**config.mk**
```make
export PLATFORM = sky130hd
export DESIGN_NAME = pipe_hazard_ctrl
export DESIGN_NICKNAME = d
export VERILOG_FILES = /design/src/rtl/pipe_hazard_ctrl.sv
export SDC_FILE = /design/constraint.sdc
export NUM_CORES = 1
export LEC_CHECK = 0
export BUFFER_PORTS_ARGS = -buffer_cell sky130_fd_sc_hd__buf_2
export CAP_MARGIN = 15
export CORE_MARGIN = 8
export CORE_UTILIZATION = 35
export DETAILED_ROUTE_END_ITERATION = 12
export PLACE_DENSITY = 0.56
export SYNTH_ARGS = -nofsm -noshare
export SYNTH_HDL_FRONTEND = slang
export SYNTH_SLANG_ARGS = --single-unit
```
**constraint.sdc**
```tcl
create_clock -name clk -period 3.5 [get_ports clk]
set_clock_uncertainty 0.2 [all_clocks]
set_input_delay 0.7 -clock clk [delete_from_list [all_inputs] [get_ports clk]]
set_output_delay 0.7 -clock clk [all_outputs]
set_load 0.03 [all_outputs]
```
**src/rtl/pipe_hazard_ctrl.sv**
```systemverilog
// pipe_hazard_ctrl: pipeline enables, bubble insertion and fetch/decode flush
// for the 10-bit core. It handles load-use hazards, taken branches and data
// memory wait states, and has a sticky timeout error state.
module pipe_hazard_ctrl #(
    parameter int unsigned LOAD_LAT    = 1,
    parameter int unsigned MEM_TIMEOUT = 15
) (
    input  logic       clk,
    input  logic       reset,
    input  logic [2:0] id_rs1,
    input  logic [2:0] id_rs2,
    input  logic       id_use1,
    input  logic       id_use2,
    input  logic [2:0] ex_rd,
    input  logic       ex_is_load,
    input  logic       ex_wb,
    input  logic       branch_taken,
    input  logic       mem_req,
    input  logic       mem_ready,
    output logic       pc_en,
    output logic       fd_en,
    output logic       ex_en,
    output logic       ex_bubble,
    output logic       flush_fd,
    output logic [1:0] state,
    output logic       mem_err,
    output logic [7:0] stall_cnt
);

    typedef enum logic [1:0] {
        RUN      = 2'b00,
        LU_STALL = 2'b01,
        MEM_WAIT = 2'b10,
        ERROR    = 2'b11
    } state_t;

    // lu_cnt is loaded with the bubbles still owed after the first one
    localparam logic [3:0] LU_INIT   = 4'(LOAD_LAT - 1);
    localparam logic [7:0] WAIT_LAST = 8'(MEM_TIMEOUT - 1);

    state_t     state_q, state_d;
    logic [3:0] lu_cnt_q, lu_cnt_d;
    logic [7:0] wait_cnt_q, wait_cnt_d;
    logic [7:0] stall_cnt_q;
    logic       hazard;
    logic       freeze;

    // Load-use: execute holds a load whose result decode wants to read
    assign hazard = ex_is_load & ex_wb &
                    ((id_use1 & (id_rs1 == ex_rd)) | (id_use2 & (id_rs2 == ex_rd)));

    // Memory not ready: a fresh request in RUN, or still waiting in MEM_WAIT
    assign freeze = ((state_q == RUN) & mem_req & ~mem_ready) |
                    ((state_q == MEM_WAIT) & ~mem_ready);

    // Next-state logic and pipeline control outputs
    always_comb begin
        pc_en      = 1'b1;
        fd_en      = 1'b1;
        ex_en      = 1'b1;
        ex_bubble  = 1'b0;
        flush_fd   = 1'b0;
        state_d    = state_q;
        lu_cnt_d   = lu_cnt_q;
        wait_cnt_d = wait_cnt_q;
        unique case (state_q)
            RUN, MEM_WAIT: begin
                if (freeze) begin
                    pc_en = 1'b0;
                    fd_en = 1'b0;
                    ex_en = 1'b0;
                    if (state_q == RUN) begin
                        state_d    = MEM_WAIT;
                        wait_cnt_d = 8'd0;
                    end else if (wait_cnt_q == WAIT_LAST) begin
                        state_d = ERROR;
                    end else begin
                        wait_cnt_d = wait_cnt_q + 8'd1;
                    end
                end else if (branch_taken) begin
                    // The branch flushes the hazarding decode instruction, so it wins
                    flush_fd  = 1'b1;
                    ex_bubble = 1'b1;
                    state_d   = RUN;
                end else if (hazard) begin
                    pc_en     = 1'b0;
                    fd_en     = 1'b0;
                    ex_bubble = 1'b1;
                    if (LOAD_LAT > 1) begin
                        state_d  = LU_STALL;
                        lu_cnt_d = LU_INIT;
                    end else begin
                        state_d = RUN;
                    end
                end else begin
                    state_d = RUN;
                end
            end
            LU_STALL: begin
                // Execute holds a bubble here, so branch and memory inputs are ignored
                pc_en     = 1'b0;
                fd_en     = 1'b0;
                ex_bubble = 1'b1;
                lu_cnt_d  = lu_cnt_q - 4'd1;
                if (lu_cnt_q == 4'd1) begin
                    state_d = RUN;
                end
            end
            default: begin
                pc_en = 1'b0;
                fd_en = 1'b0;
                ex_en = 1'b0;
            end
        endcase
        if (!reset) begin
            pc_en     = 1'b0;
            fd_en     = 1'b0;
            ex_en     = 1'b0;
            ex_bubble = 1'b0;
            flush_fd  = 1'b0;
        end
    end

    // State and counter registers
    always_ff @(posedge clk or negedge reset) begin
        if (!reset) begin
            state_q    <= RUN;
            lu_cnt_q   <= 4'd0;
            wait_cnt_q <= 8'd0;
        end else begin
            state_q    <= state_d;
            lu_cnt_q   <= lu_cnt_d;
            wait_cnt_q <= wait_cnt_d;
        end
    end

    // Saturating count of cycles in which the PC was held
    always_ff @(posedge clk or negedge reset) begin
        if (!reset) begin
            stall_cnt_q <= 8'd0;
        end else if (!pc_en && (stall_cnt_q != 8'hFF)) begin
            stall_cnt_q <= stall_cnt_q + 8'd1;
        end
    end

    assign state     = state_q;
    assign mem_err   = (state_q == ERROR);
    assign stall_cnt = stall_cnt_q;

endmodule

```
==> impl_metrics.csv <==
group,metric,value,unit
floorplanning,die-width,76.7,um
clock_tree,clock_latency,0.26,ns
floorplanning,start_util,35.7,%
hold_path,worst_hold_path_type,"in -> async",
synth,synth.top_cells.by_area,"sky130_fd_sc_hd__dfrtp_1 (43%), sky130_fd_sc_hd__xnor2_1 (13%), sky130_fd_sc_hd__ha_1 (4.9%)",
pwr,leakagePower,0.711,nW
finish,area_growth_syn_to_layout,22.6,%
pwr,max_vdd_drop,0.421,mV
timing,timing.final.hold_violations,0,
synth,count_of_warnings_emitted_by_yosys,0,
detailed_routing,drt_total_wl,2.82,mm
placement,place.detailed.hpwl,2.24,mm
detailed_routing,drt-vias-per-instance,4.96,
timing,slew_headroom,50.7,%
detailed_routing,wire_per_inst,13.1,um
placement,placed_cells_incl_taps,211,
setup_path,cp_max_fo,8,
clock_tree,ctsResizeCount,0,
timing,setup_tns,0,ns
clock_tree,clkSinkCount,22,
clock_tree,cts_max_path_buffers,2,
synth,synth_top_area_share,42.8,%
pwr,netSwitchingPower,527,uW
setup_path,critical-path-top-cell-by-count,"sky130_fd_sc_hd__buf_2",
timing,rsz_0062_raised_after_global_routing,"false",
setup_path,cpPeakStageDelay,0.49,ns
timing,period_minus_slack,2.83,ns
placement,io_buffer_count,33,
synth,synth.distinct_cells,32,
timing,final.period_utilization,80.9,%
global_routing,antenna_found_initial,0,
job,max-cap-violations,0,
floorplanning,design.die.area,5880,um^2
setup_path,cp_data_arrival_time,1.93,ns
timing,report.final.setup_viol,0,
global_routing,maximum_number_of_pins_on_one_net_before_global_route_repair,15,
finish,finalCoreUtilization,43.8,%
synth,syn_avg_cell_area,9.83,um^2
setup_path,cp_num_buf_inv,2,
floorplanning,num_rows,22,
pwr,register_share_of_total_power,38.1,%
global_routing,via_count_of_the_first_global_routing_pass,1175,
timing,drv_slew,0,
clock_tree,postCtsSetupBuffers,0,
finish,final_layout_size_suffix_gt1_share,26.3,%
clock_tree,path_clk_slew,0.09,ns
clock_tree,tritoncts_clock_tree,"yes",
pwr,power_frac_clock,19.0,%
synth,synth_top_area_cell,"sky130_fd_sc_hd__dfrtp_1",
setup_path,cpMaxStageDelayCell,"sky130_fd_sc_hd__a211oi_4",
finish,finished_layout_cells,215,
global_routing,final_global_route_overflow_total,0,
synth,seq_area_frac_synth,42.8,%
pwr,combinational_fraction_of_design_power,42.9,%
setup_path,cp.required,2.60,ns
synth,number_of_instances_in_the_synthesized_netlist,131,
detailed_routing,dr_iter_0_viols,32,
timing,worst-slew-pin-transition,0.738,ns
clock_tree,cts_max_level,1,
setup_path,timing.critical_path.from_type,"primary input",
floorplanning,core_area,3610,um^2
setup_path,crit_end_element,"output port",
setup_path,type_of_the_worst_setup_path,"in -> out",
finish,antenna-diode-count,0,
setup_path,worstPathCellList,"buf_2 -> xnor2_1 -> nand4_1 -> a211oi_4 -> nor2_1 -> buf_2",
run_status,status,"finished clean",
pwr,intPower,720,uW
synth,postSynthNetCount,154,
clock_tree,cts_buf_count,3,
placement,gp_routability_congestion,0.775,
finish,design.final.nets,191,
pwr,pwr_density_cell,789,nW/um^2
clock_tree,clock-root-buffer,"sky130_fd_sc_hd__clkbuf_8",
pwr,power.switching_fraction,42.3,%
synth,synth.cell_area,1290,um^2
synth,synth.ff_latch_count,22,
detailed_routing,first_pass_iters,4,
setup_path,path_delay_family,"compound AO/OA/AOI/OAI gates",
floorplanning,die_h,76.7,um
global_routing,tot_gr_track_use,10.1,%
detailed_routing,ant_nets,0,
detailed_routing,number_of_design_rule_violations_left_after_detail_routing,0,
timing,maximum_clock_rate,353,MHz
clock_tree,holdBufCountCts,0,
global_routing,grt_first_pass_wirelength,5.13,mm
detailed_routing,routed-via-count,1066,
floorplanning,num_io_pins,34,
## power by group through the flow
stage                     registers, mW  logic [mW]  clock network [mW]
after floorplan                   0.551       0.311                   0
after global placement            0.475       0.534                   0
after detailed placement          0.479       0.543                   0
after CTS                         0.476       0.546               0.246
after global routing              0.496       0.590               0.256
final                             0.474       0.535               0.237
## worst reg2reg max path, delay by kind of cell (launching register included)
family,cells,cell delay (ns)
adders and majority gates,1,0.25
muxes,1,0.31
and+or+nand+nor,3,0.59
AOI/OAI and AO/OA,1,0.11
DFF,1,0.43
## worst paths after layout
path	from	end	slack [ns]	cells after the start
setup / recovery	ex_rd[2]	pc_en	0.67	6
max in group asynchronous	reset	stall_cnt[6]$_DFFE_PN0P_	2.52	2
setup reg to reg	stall_cnt[0]$_DFFE_PN0P_	stall_cnt[1]$_DFFE_PN0P_	1.50	6
min in group clk	lu_cnt_q[3]$_DFFE_PN0N_	lu_cnt_q[3]$_DFFE_PN0N_	0.28	1
hold / removal	reset	wait_cnt_q[0]$_DFFE_PN0P_	0.12	1
hold reg to reg	lu_cnt_q[3]$_DFFE_PN0N_	lu_cnt_q[3]$_DFFE_PN0N_	0.28	1
## stage by stage
step / setup slack, ns / cell area, um^2 / hold WS (ns) / total power, mW
floorplan: 0.733 / 1290 / 0.204 / 0.862
global placement: 0.722 / 1510 / 0.268 / 1.01
detailed placement: 0.669 / 1510 / 0.274 / 1.02
CTS: 0.663 / 1580 / 0.124 / 1.27
global route: 0.587 / 1580 / 0.126 / 1.34
finish: 0.669 / 1580 / 0.119 / 1.25
## Yosys cell counts, drive strengths merged
library cell	instances
or2	1
xnor2	19
a31oi	1
or3	1
nand2b	2
o21ai	10
nand2	10
and2	2
nand3	4
nand4	3
a211oi	1
nor2b	1
buf	2
nor4	5
ha	5
nand3b	1
nor2	12
inv	6
nor3b	2
mux2	2
dfrtp	22
xor2	1
o211ai	6
a22o	2
and3	4
o31a	1
a21oi	4
a311o	1
## layout make-up
class / instances / area (um^2)
Tap cell: 48 / 60.1
Sequential cell: 22 / 551
Fill cell: 357 / 2030
Clock buffer: 3 / 41.3
Multi-Input combinational cell: 101 / 702
Clock inverter: 1 / 30.0
Timing Repair Buffer: 34 / 173
Inverter: 6 / 22.5
## per-layer routing
layer  vias up  track usage (%)  part of all wire (%)
li1        532                -                     -
met1       505             12.4                    45
met2        27             17.1                    49
met3         2             3.61                   5.6
met4         0             1.15                  0.18
met5         -                0                     0
## cell usage in the layout (no fill, tap or decap), types with 3 or more instances in the layout
cell / instances
sky130_fd_sc_hd__o211ai_1: 5
sky130_fd_sc_hd__inv_1: 6
sky130_fd_sc_hd__o21ai_0: 7
sky130_fd_sc_hd__buf_2: 33
sky130_fd_sc_hd__nand2_1: 10
sky130_fd_sc_hd__xnor2_1: 19
sky130_fd_sc_hd__nor4_1: 5
sky130_fd_sc_hd__and3_1: 4
sky130_fd_sc_hd__ha_1: 5
sky130_fd_sc_hd__nand4_1: 3
sky130_fd_sc_hd__clkbuf_8: 3
sky130_fd_sc_hd__nor2_1: 12
sky130_fd_sc_hd__a21oi_1: 4
sky130_fd_sc_hd__nand3_1: 4
sky130_fd_sc_hd__dfrtp_1: 22
## flip-flops by register name, indices dropped and copies added, names as in the netlist
name,flops
lu_cnt_q,4
stall_cnt,8
state,2
wait_cnt_q,8
## logic make-up after synthesis
family                     count (synthesis)  share of synthesized area, %
buffers and inverters                      8                          2.72
and+or+nand+nor                           48                          19.0
muxes                                      2                          2.33
xor gates and xnor gates                  20                          13.6
adders and majority gates                  5                          4.86
AOI/OAI and AO/OA                         26                          14.8
DFF                                       22                          42.8
Note: power is estimated with default switching activity, not from simulation.
